[src/rtl/adc_sample_conditioner_pkg.sv]
// adc_sample_conditioner shared types and constants.
// FSM encoding, mode codes, default scale factors.
package adc_cond_pkg;

  typedef enum logic [2:0] {
    S_IDLE,
    S_ACCUM,
    S_SCALE,
    S_BCD,
    S_DONE
  } state_e;

  localparam logic MODE_CV  = 1'b0;
  localparam logic MODE_PCT = 1'b1;

  localparam int K_CV_DEF   = 205;
  localparam int K_PCT_DEF  = 100;
  localparam int BCD_DIGITS = 3;
  localparam int BCD_BITS   = 4 * BCD_DIGITS;
  localparam int MAG_W      = 15;

  // |code| as 15 bits; the most negative code saturates
  function automatic logic [MAG_W-1:0] mag15(
    input logic [15:0] code
  );
    logic [15:0] neg;
    neg = ~code + 16'd1;
    if (!code[15])
      return code[MAG_W-1:0];
    else if (code == 16'h8000)
      return {MAG_W{1'b1}};
    else
      return neg[MAG_W-1:0];
  endfunction

endpackage

[src/rtl/adc_sample_conditioner_if.sv]
// adc_sample_conditioner sample/result bus.
// master = sample source + result sink, slave = conditioner.
interface adc_sample_conditioner_if;
  import adc_cond_pkg::*;

  logic [15:0]         data_in;
  logic                data_valid;
  logic                mode;
  logic [7:0]          numero;
  logic [BCD_BITS-1:0] bcd;
  logic                sign;
  logic                result_valid;
  logic                busy;
  logic                overrun;

  modport master (
    output data_in, data_valid, mode,
    input  numero, bcd, sign,
    input  result_valid, busy, overrun
  );

  modport slave (
    input  data_in, data_valid, mode,
    output numero, bcd, sign,
    output result_valid, busy, overrun
  );

endinterface

[src/rtl/adc_sample_conditioner_bin2bcd.sv]
// bin2bcd_seq: 8-bit binary to 3-digit BCD, one bit per cycle.
// done_o marks the final iteration; bcd_o is then the finished code.
module bin2bcd_seq
  import adc_cond_pkg::*;
(
  input  logic                clk,
  input  logic                rst,
  input  logic                start_i,
  input  logic [7:0]          bin_i,
  output logic                done_o,
  output logic [BCD_BITS-1:0] bcd_o
);

  logic [7:0]          bin_q;
  logic [BCD_BITS-1:0] acc_q, acc_d, adj;
  logic [3:0]          cnt_q;

  // add-3 correction on every digit >= 5, then shift in the next bit
  always_comb begin
    adj = acc_q;
    for (int i = 0; i < BCD_DIGITS; i++) begin
      if (acc_q[4*i +: 4] >= 4'd5)
        adj[4*i +: 4] = acc_q[4*i +: 4] + 4'd3;
    end
    acc_d  = {adj[BCD_BITS-2:0], bin_q[7]};
    bcd_o  = acc_d;
    done_o = (cnt_q == 4'd1);
  end

  // load on start, then iterate eight times MSB first
  always_ff @(posedge clk or posedge rst) begin
    if (rst) begin
      bin_q <= '0;
      acc_q <= '0;
      cnt_q <= '0;
    end else if (start_i) begin
      bin_q <= bin_i;
      acc_q <= '0;
      cnt_q <= 4'd8;
    end else if (cnt_q != 4'd0) begin
      bin_q <= {bin_q[6:0], 1'b0};
      acc_q <= acc_d;
      cnt_q <= cnt_q - 4'd1;
    end
  end

endmodule

[src/rtl/adc_sample_conditioner.sv]
// adc_sample_conditioner: moving average, scale to 8 bits, BCD.
// Build option ADC_NEG_CLAMP_EN: clamp negative codes to 0, sign held 0.
module adc_sample_conditioner
  import adc_cond_pkg::*;
#(
  parameter int AVG_LOG2 = 2,
  parameter int K_CV     = K_CV_DEF,
  parameter int K_PCT    = K_PCT_DEF
) (
  input logic                     clk,
  input logic                     rst,
  adc_sample_conditioner_if.slave bus
);

  localparam int DEPTH = 1 << AVG_LOG2;
  localparam int PW    = (AVG_LOG2 > 0) ? AVG_LOG2 : 1;
  localparam int SW    = MAG_W + AVG_LOG2;

  state_e              state_q;
  logic [15:0]         data_q;
  logic                mode_q, prev_mode_q;
  logic [MAG_W-1:0]    buf_q [DEPTH];
  logic [SW-1:0]       sum_q, sum_d;
  logic [PW-1:0]       ptr_q, ptr_d;
  logic [MAG_W-1:0]    mag, avg;
  logic                flush;
  logic [31:0]         prod, scaled;
  logic [7:0]          num_d, num_pend_q, numero_q;
  logic [BCD_BITS-1:0] bcd_q, dd_bcd;
  logic                dd_done, dd_start;
  logic                sign_q, rv_q, busy_q, ovr_q;

  // window input, running sum and scaled result
  always_comb begin
`ifdef ADC_NEG_CLAMP_EN
    mag = data_q[15] ? '0 : data_q[MAG_W-1:0];
`else
    mag = mag15(data_q);
`endif
    flush = (mode_q != prev_mode_q);
    if (flush)
      sum_d = SW'(mag);
    else
      sum_d = sum_q + SW'(mag) - SW'(buf_q[ptr_q]);
    if (ptr_q == PW'(DEPTH - 1))
      ptr_d = '0;
    else
      ptr_d = ptr_q + PW'(1);
    avg = MAG_W'(sum_q >> AVG_LOG2);
    if (mode_q == MODE_PCT)
      prod = 32'(avg) * 32'(K_PCT);
    else
      prod = 32'(avg) * 32'(K_CV);
    scaled   = prod >> 15;
    num_d    = (|scaled[31:8]) ? 8'hFF : scaled[7:0];
    dd_start = (state_q == S_SCALE);
  end

  // sliding window: mode change empties it before the new sample
  always_ff @(posedge clk or posedge rst) begin
    if (rst) begin
      for (int i = 0; i < DEPTH; i++)
        buf_q[i] <= '0;
      sum_q       <= '0;
      ptr_q       <= '0;
      prev_mode_q <= 1'b0;
    end else if (state_q == S_ACCUM) begin
      if (flush) begin
        for (int i = 0; i < DEPTH; i++)
          buf_q[i] <= '0;
      end
      buf_q[ptr_q] <= mag;
      sum_q        <= sum_d;
      ptr_q        <= ptr_d;
      prev_mode_q  <= mode_q;
    end
  end

  bin2bcd_seq u_bcd (
    .clk     (clk),
    .rst     (rst),
    .start_i (dd_start),
    .bin_i   (num_d),
    .done_o  (dd_done),
    .bcd_o   (dd_bcd)
  );

  // sequencing FSM with registered result and status outputs
  always_ff @(posedge clk or posedge rst) begin
    if (rst) begin
      state_q    <= S_IDLE;
      data_q     <= '0;
      mode_q     <= 1'b0;
      num_pend_q <= '0;
      numero_q   <= '0;
      bcd_q      <= '0;
      sign_q     <= 1'b0;
      rv_q       <= 1'b0;
      busy_q     <= 1'b0;
      ovr_q      <= 1'b0;
    end else begin
      rv_q <= 1'b0;
      if (bus.data_valid && state_q != S_IDLE)
        ovr_q <= 1'b1;
      unique case (state_q)
        S_IDLE: begin
          if (bus.data_valid) begin
            data_q  <= bus.data_in;
            mode_q  <= bus.mode;
            busy_q  <= 1'b1;
            state_q <= S_ACCUM;
          end
        end
        S_ACCUM: state_q <= S_SCALE;
        S_SCALE: begin
          num_pend_q <= num_d;
          state_q    <= S_BCD;
        end
        S_BCD: begin
          if (dd_done) begin
            numero_q <= num_pend_q;
            bcd_q    <= dd_bcd;
`ifdef ADC_NEG_CLAMP_EN
            sign_q   <= 1'b0;
`else
            sign_q   <= data_q[15];
`endif
            rv_q     <= 1'b1;
            state_q  <= S_DONE;
          end
        end
        S_DONE: begin
          busy_q  <= 1'b0;
          state_q <= S_IDLE;
        end
        default: state_q <= S_IDLE;
      endcase
    end
  end

  assign bus.numero       = numero_q;
  assign bus.bcd          = bcd_q;
  assign bus.sign         = sign_q;
  assign bus.result_valid = rv_q;
  assign bus.busy         = busy_q;
  assign bus.overrun      = ovr_q;

endmodule

[src/flat_wrapper.sv]
// flat-port wrapper written by rule: the top's interface ports become plain ports
module adc_sample_conditioner_flat import adc_cond_pkg::*;
#(
  parameter int AVG_LOG2 = 2,
  parameter int K_CV     = K_CV_DEF,
  parameter int K_PCT    = K_PCT_DEF
)
  (clk, rst, bus_data_in, bus_data_valid, bus_mode, bus_numero, bus_bcd, bus_sign, bus_result_valid, bus_busy, bus_overrun);
  adc_sample_conditioner_if bus_i ();
  input logic clk;
  input logic rst;
  input wire logic [$bits(bus_i.data_in)-1:0] bus_data_in;
  input wire logic [$bits(bus_i.data_valid)-1:0] bus_data_valid;
  input wire logic [$bits(bus_i.mode)-1:0] bus_mode;
  output wire logic [$bits(bus_i.numero)-1:0] bus_numero;
  output wire logic [$bits(bus_i.bcd)-1:0] bus_bcd;
  output wire logic [$bits(bus_i.sign)-1:0] bus_sign;
  output wire logic [$bits(bus_i.result_valid)-1:0] bus_result_valid;
  output wire logic [$bits(bus_i.busy)-1:0] bus_busy;
  output wire logic [$bits(bus_i.overrun)-1:0] bus_overrun;
  assign bus_i.data_in = bus_data_in;
  assign bus_i.data_valid = bus_data_valid;
  assign bus_i.mode = bus_mode;
  assign bus_numero = bus_i.numero;
  assign bus_bcd = bus_i.bcd;
  assign bus_sign = bus_i.sign;
  assign bus_result_valid = bus_i.result_valid;
  assign bus_busy = bus_i.busy;
  assign bus_overrun = bus_i.overrun;
  adc_sample_conditioner #(.AVG_LOG2(AVG_LOG2), .K_CV(K_CV), .K_PCT(K_PCT)) u_core (.clk(clk), .rst(rst), .bus(bus_i));
endmodule
[config.mk]
export PLATFORM = sky130hd
export DESIGN_NAME = adc_sample_conditioner_flat
export DESIGN_NICKNAME = d
export VERILOG_FILES = /design/src/rtl/adc_sample_conditioner_pkg.sv /design/src/rtl/adc_sample_conditioner_if.sv /design/src/rtl/adc_sample_conditioner_bin2bcd.sv /design/src/rtl/adc_sample_conditioner.sv /design/src/flat_wrapper.sv
export SDC_FILE = /design/constraint.sdc
export NUM_CORES = 1
export LEC_CHECK = 0
export ABC_AREA = 0
export CAP_MARGIN = 20
export CORE_MARGIN = 2
export CORE_UTILIZATION = 45
export CTS_CLUSTER_DIAMETER = 80
export DETAILED_ROUTE_END_ITERATION = 10
export PLACE_DENSITY = 0.63
export SLEW_MARGIN = 20
export SYNTH_ARGS = -nofsm -noshare
export SYNTH_HDL_FRONTEND = slang
export SYNTH_HIERARCHICAL = 1
export SYNTH_SLANG_ARGS = --single-unit
[constraint.sdc]
create_clock -name clk -period 4.8 [get_ports clk]
set_input_delay 0.96 -clock clk [delete_from_list [all_inputs] [get_ports clk]]
set_output_delay 0.96 -clock clk [all_outputs]
set_load 0.03 [all_outputs]
==> results of run 1 <==
## metal layers
metal	wire length, um	vias to the layer above	global-route usage (%)	part of all wire [%]
met5	0	-	0	0
met3	730	24	3.12	2.8
met2	12500	156	34.6	48
li1	-	4051	-	-
met4	450	0	5.43	1.7
met1	12300	4105	28.6	47
## how the worst max path moves through the flow
stage,start,endpoint,slack (ns),cells after the start
global placement,u_core/sum_q[6],u_core/u_bcd/bin_q[7],0.1,19
CTS,u_core/sum_q[6],u_core/num_pend_q[6],0.01,17
finish,u_core/sum_q[6],u_core/num_pend_q[6],0.21,17
floorplan,rst,u_core/buf_q[0],0.31,1
global route,u_core/data_q[1],u_core/sum_q[15],-0.03,18
detailed placement,u_core/sum_q[6],u_core/num_pend_q[6],-0.10,17
## logic make-up after synthesis
| logic type | Yosys count | synth area share [%] |
|---|---|---|
| xor gates and xnor gates | 47 | 3.67 |
| DFF | 156 | 34.8 |
| muxes | 43 | 5.73 |
| buffers and inverters | 158 | 5.44 |
| AOI/OAI and AO/OA | 224 | 14.0 |
| adders and majority gates | 171 | 22.6 |
| and+or+nand+nor | 338 | 13.7 |
## synth_stat cells, types with 5 or more instances
library cell and n:
nand3_1 10, nor2_1 63, buf_1 7, o21ai_1 30, o31ai_1 14, clkbuf_1 28
or3_1 11, a22o_1 36, nand3b_1 5, xnor2_1 20, o21ai_0 35, inv_1 114
a31oi_1 7, and2_1 8, mux4_2 15, mux2i_1 9, a21o_1 11, nor3_1 9
a21oi_1 35, nand2_1 173, xor2_1 27, or2_2 7, dfrtp_1 156, a211oi_1 12
nand4_1 6, and3_1 11, mux2_2 19, nor2b_1 7, a311oi_1 9, nand2b_1 12
fa_1 53, nor3b_1 5, ha_1 118
## critical path, delay by kind of cell, from the launching register on
family          cells  cell delay, ns
simple gates        1            0.30
buf+inv             2            0.09
mux                 2            0.56
compound gates      6            1.16
flops               1            0.42
fa+ha+maj           5            1.78
xor+xnor            1            0.21
## cell type report
type                            count  area, um2
Tap cell                          324        405
Timing Repair Buffer               88        768
Clock inverter                     15        184
Sequential cell                   156       3910
Clock buffer                       17        425
Multi-Input combinational cell    823       6840
Inverter                          117        444
Fill cell                        2186      11400
## per-stage QoR
step                cells  hold WS (ns)  TNS [ns]
global placement     1508         0.450         0
floorplan            1137         0.435         0
global route         1540         0.496   -0.0370
CTS                  1540         0.471         0
finish               1540         0.471         0
detailed placement   1508         0.456    -0.259
## flip-flops by register name (all words and copies together) (netlist names), 2 cells and up
register            count
u_core/bus.numero       8
u_core/bus.bcd         12
u_core/num_pend_q       8
u_core/u_bcd/acc_q     12
u_core/sum_q           17
u_core/ptr_q            2
u_core/u_bcd/cnt_q      4
u_core/data_q          16
u_core/buf_q           60
u_core/u_bcd/bin_q      8
u_core/state_q          3
## timing repair
item / CTS / global route
setup endpoints to repair: 4 / 15
pin swaps: 0 / 8
gates resized for setup: 2 / 25
cloned: 0 / 0
==> impl_metrics.ini, run 1 <==
[run_status]
status = finished clean

[detailed_routing]
remaining_drc_errors = 0
vias_per_cell = 5.41
wl_um = 26000
vias = 8336
drtIter0Drc = 599
first_pass_iters = 5
routedWlPerCell_um = 16.9
final_antenna_net_count = 0

[worst_setup_path]
start_kind = flip-flop
crit_chain = ha_1 -> xor2_1 -> ha_1 -> or2_2 -> fa_1 -> inv_1 -> fa_1 -> inv_1 -> ha_1 -> a211oi_1 -> o21ai_1 -> a22oi_2 -> o21ai_4 -> a21oi_2 -> mux2_2 -> a221oi_2 -> mux2_2
critPathMostFrequentCell = ha_1
timing.rr.start = u_core/sum_q[6]
crit_required_ns = 5.16
ff2ff_setup_slack_ns = 0.21
cpPeakStageDelay_ns = 0.53
setup.worst_path.class = reg -> reg
rr_endpoint = u_core/num_pend_q[6]
critical-path-slowest-cell = fa_1
r2r_cells = 17
arrival_ns = 4.96
crit_path_end_kind = flip-flop
cp_max_fo = 5

[floorplan]
core_area_um2 = 24400
initial_core_util_pct = 46.0
die_h_um = 162
rows = 57
die_w_um = 162
die_area_um2 = 26200
ios = 44

[timing]
max_slew.worst_pin.slew_ns = 1.05
period_needed_ns = 4.59
fmax_ghz = 0.218
setup_viol = 0
setup_slack_ns = 0.207
slew_headroom_pct = 29.6
finalCritPeriodShare_pct = 95.7
skew_ns = 0.0115
hold_viol = 0
drv_slew = 0

[grt]
grt_pass1_vias = 8462
grt_pass1_wl_um = 43500
grt_max_degree = 101
grt_overflow = 0
antenna_found_initial = 0
grt.total_usage_pct = 20.8

[placement]
gp_congestion = 0.845
placed_cell_area_um2 = 12200
pre_cts_slack_ns = -0.101
dp_hpwl_um = 19800
numPortBuffers = 43

[cts]
clk_pin_slew_ns = 0.06
cts_setup_buffers = 0
tritoncts = yes
clkSinkCount = 156
holdBufCountCts = 0
root_buffer = clkbuf_16
clk_latency_ns = 0.43
cts_buffers = 17
htree_levels = 4
ctsLongestPathBuffers = 2

[layout]
fin_area_um2 = 13000
drive_gt1_share_pct = 12.7
layout_common_cells = nand2_1, dfrtp_1, ha_1, inv_1, nor2_1
fin_util_pct = 53.2
diodes = 0
nets = 1394
final_common_cell = nand2_1
syn_to_final_growth_pct = 15.7

[yosys]
ys_seq_area_share_pct = 34.8
synth.area.top_cells = dfrtp_1, ha_1, fa_1, nand2_1, inv_1
netlist_instances = 1137
ys_warn_count = 6
async_flop_share_pct = 100
synth_edf_count = 0
synth_top_area_cell = dfrtp_1
yosys_register_bits = 156
synth_cell_type_count = 68
ys.flop_type = dfrtp_1
synth_top_area_share_pct = 34.8
avgSynthCellArea_um2 = 9.86
syn_area_um2 = 11200
syn_nets = 1328

[worst_hold_path]
holdPathStages = 2
hold_path.startpoint = u_core/num_pend_q[1]
worstHoldEndpoint = u_core/bus.numero[1]
hold_path_class = reg -> reg

[flow_run]
drv_cap = 0
Power of run 1 is not shown: default switching activity piles up to over one toggle a cycle in this logic, so the estimate is an artifact.
==> run 2: changes to the inputs <==
Settings changed: SLEW_MARGIN 20 to 5.
==> results of run 2 <==
Final layout, timing and power as in run 1 (identical DEF).
Power of run 2 is left out for the same reason.
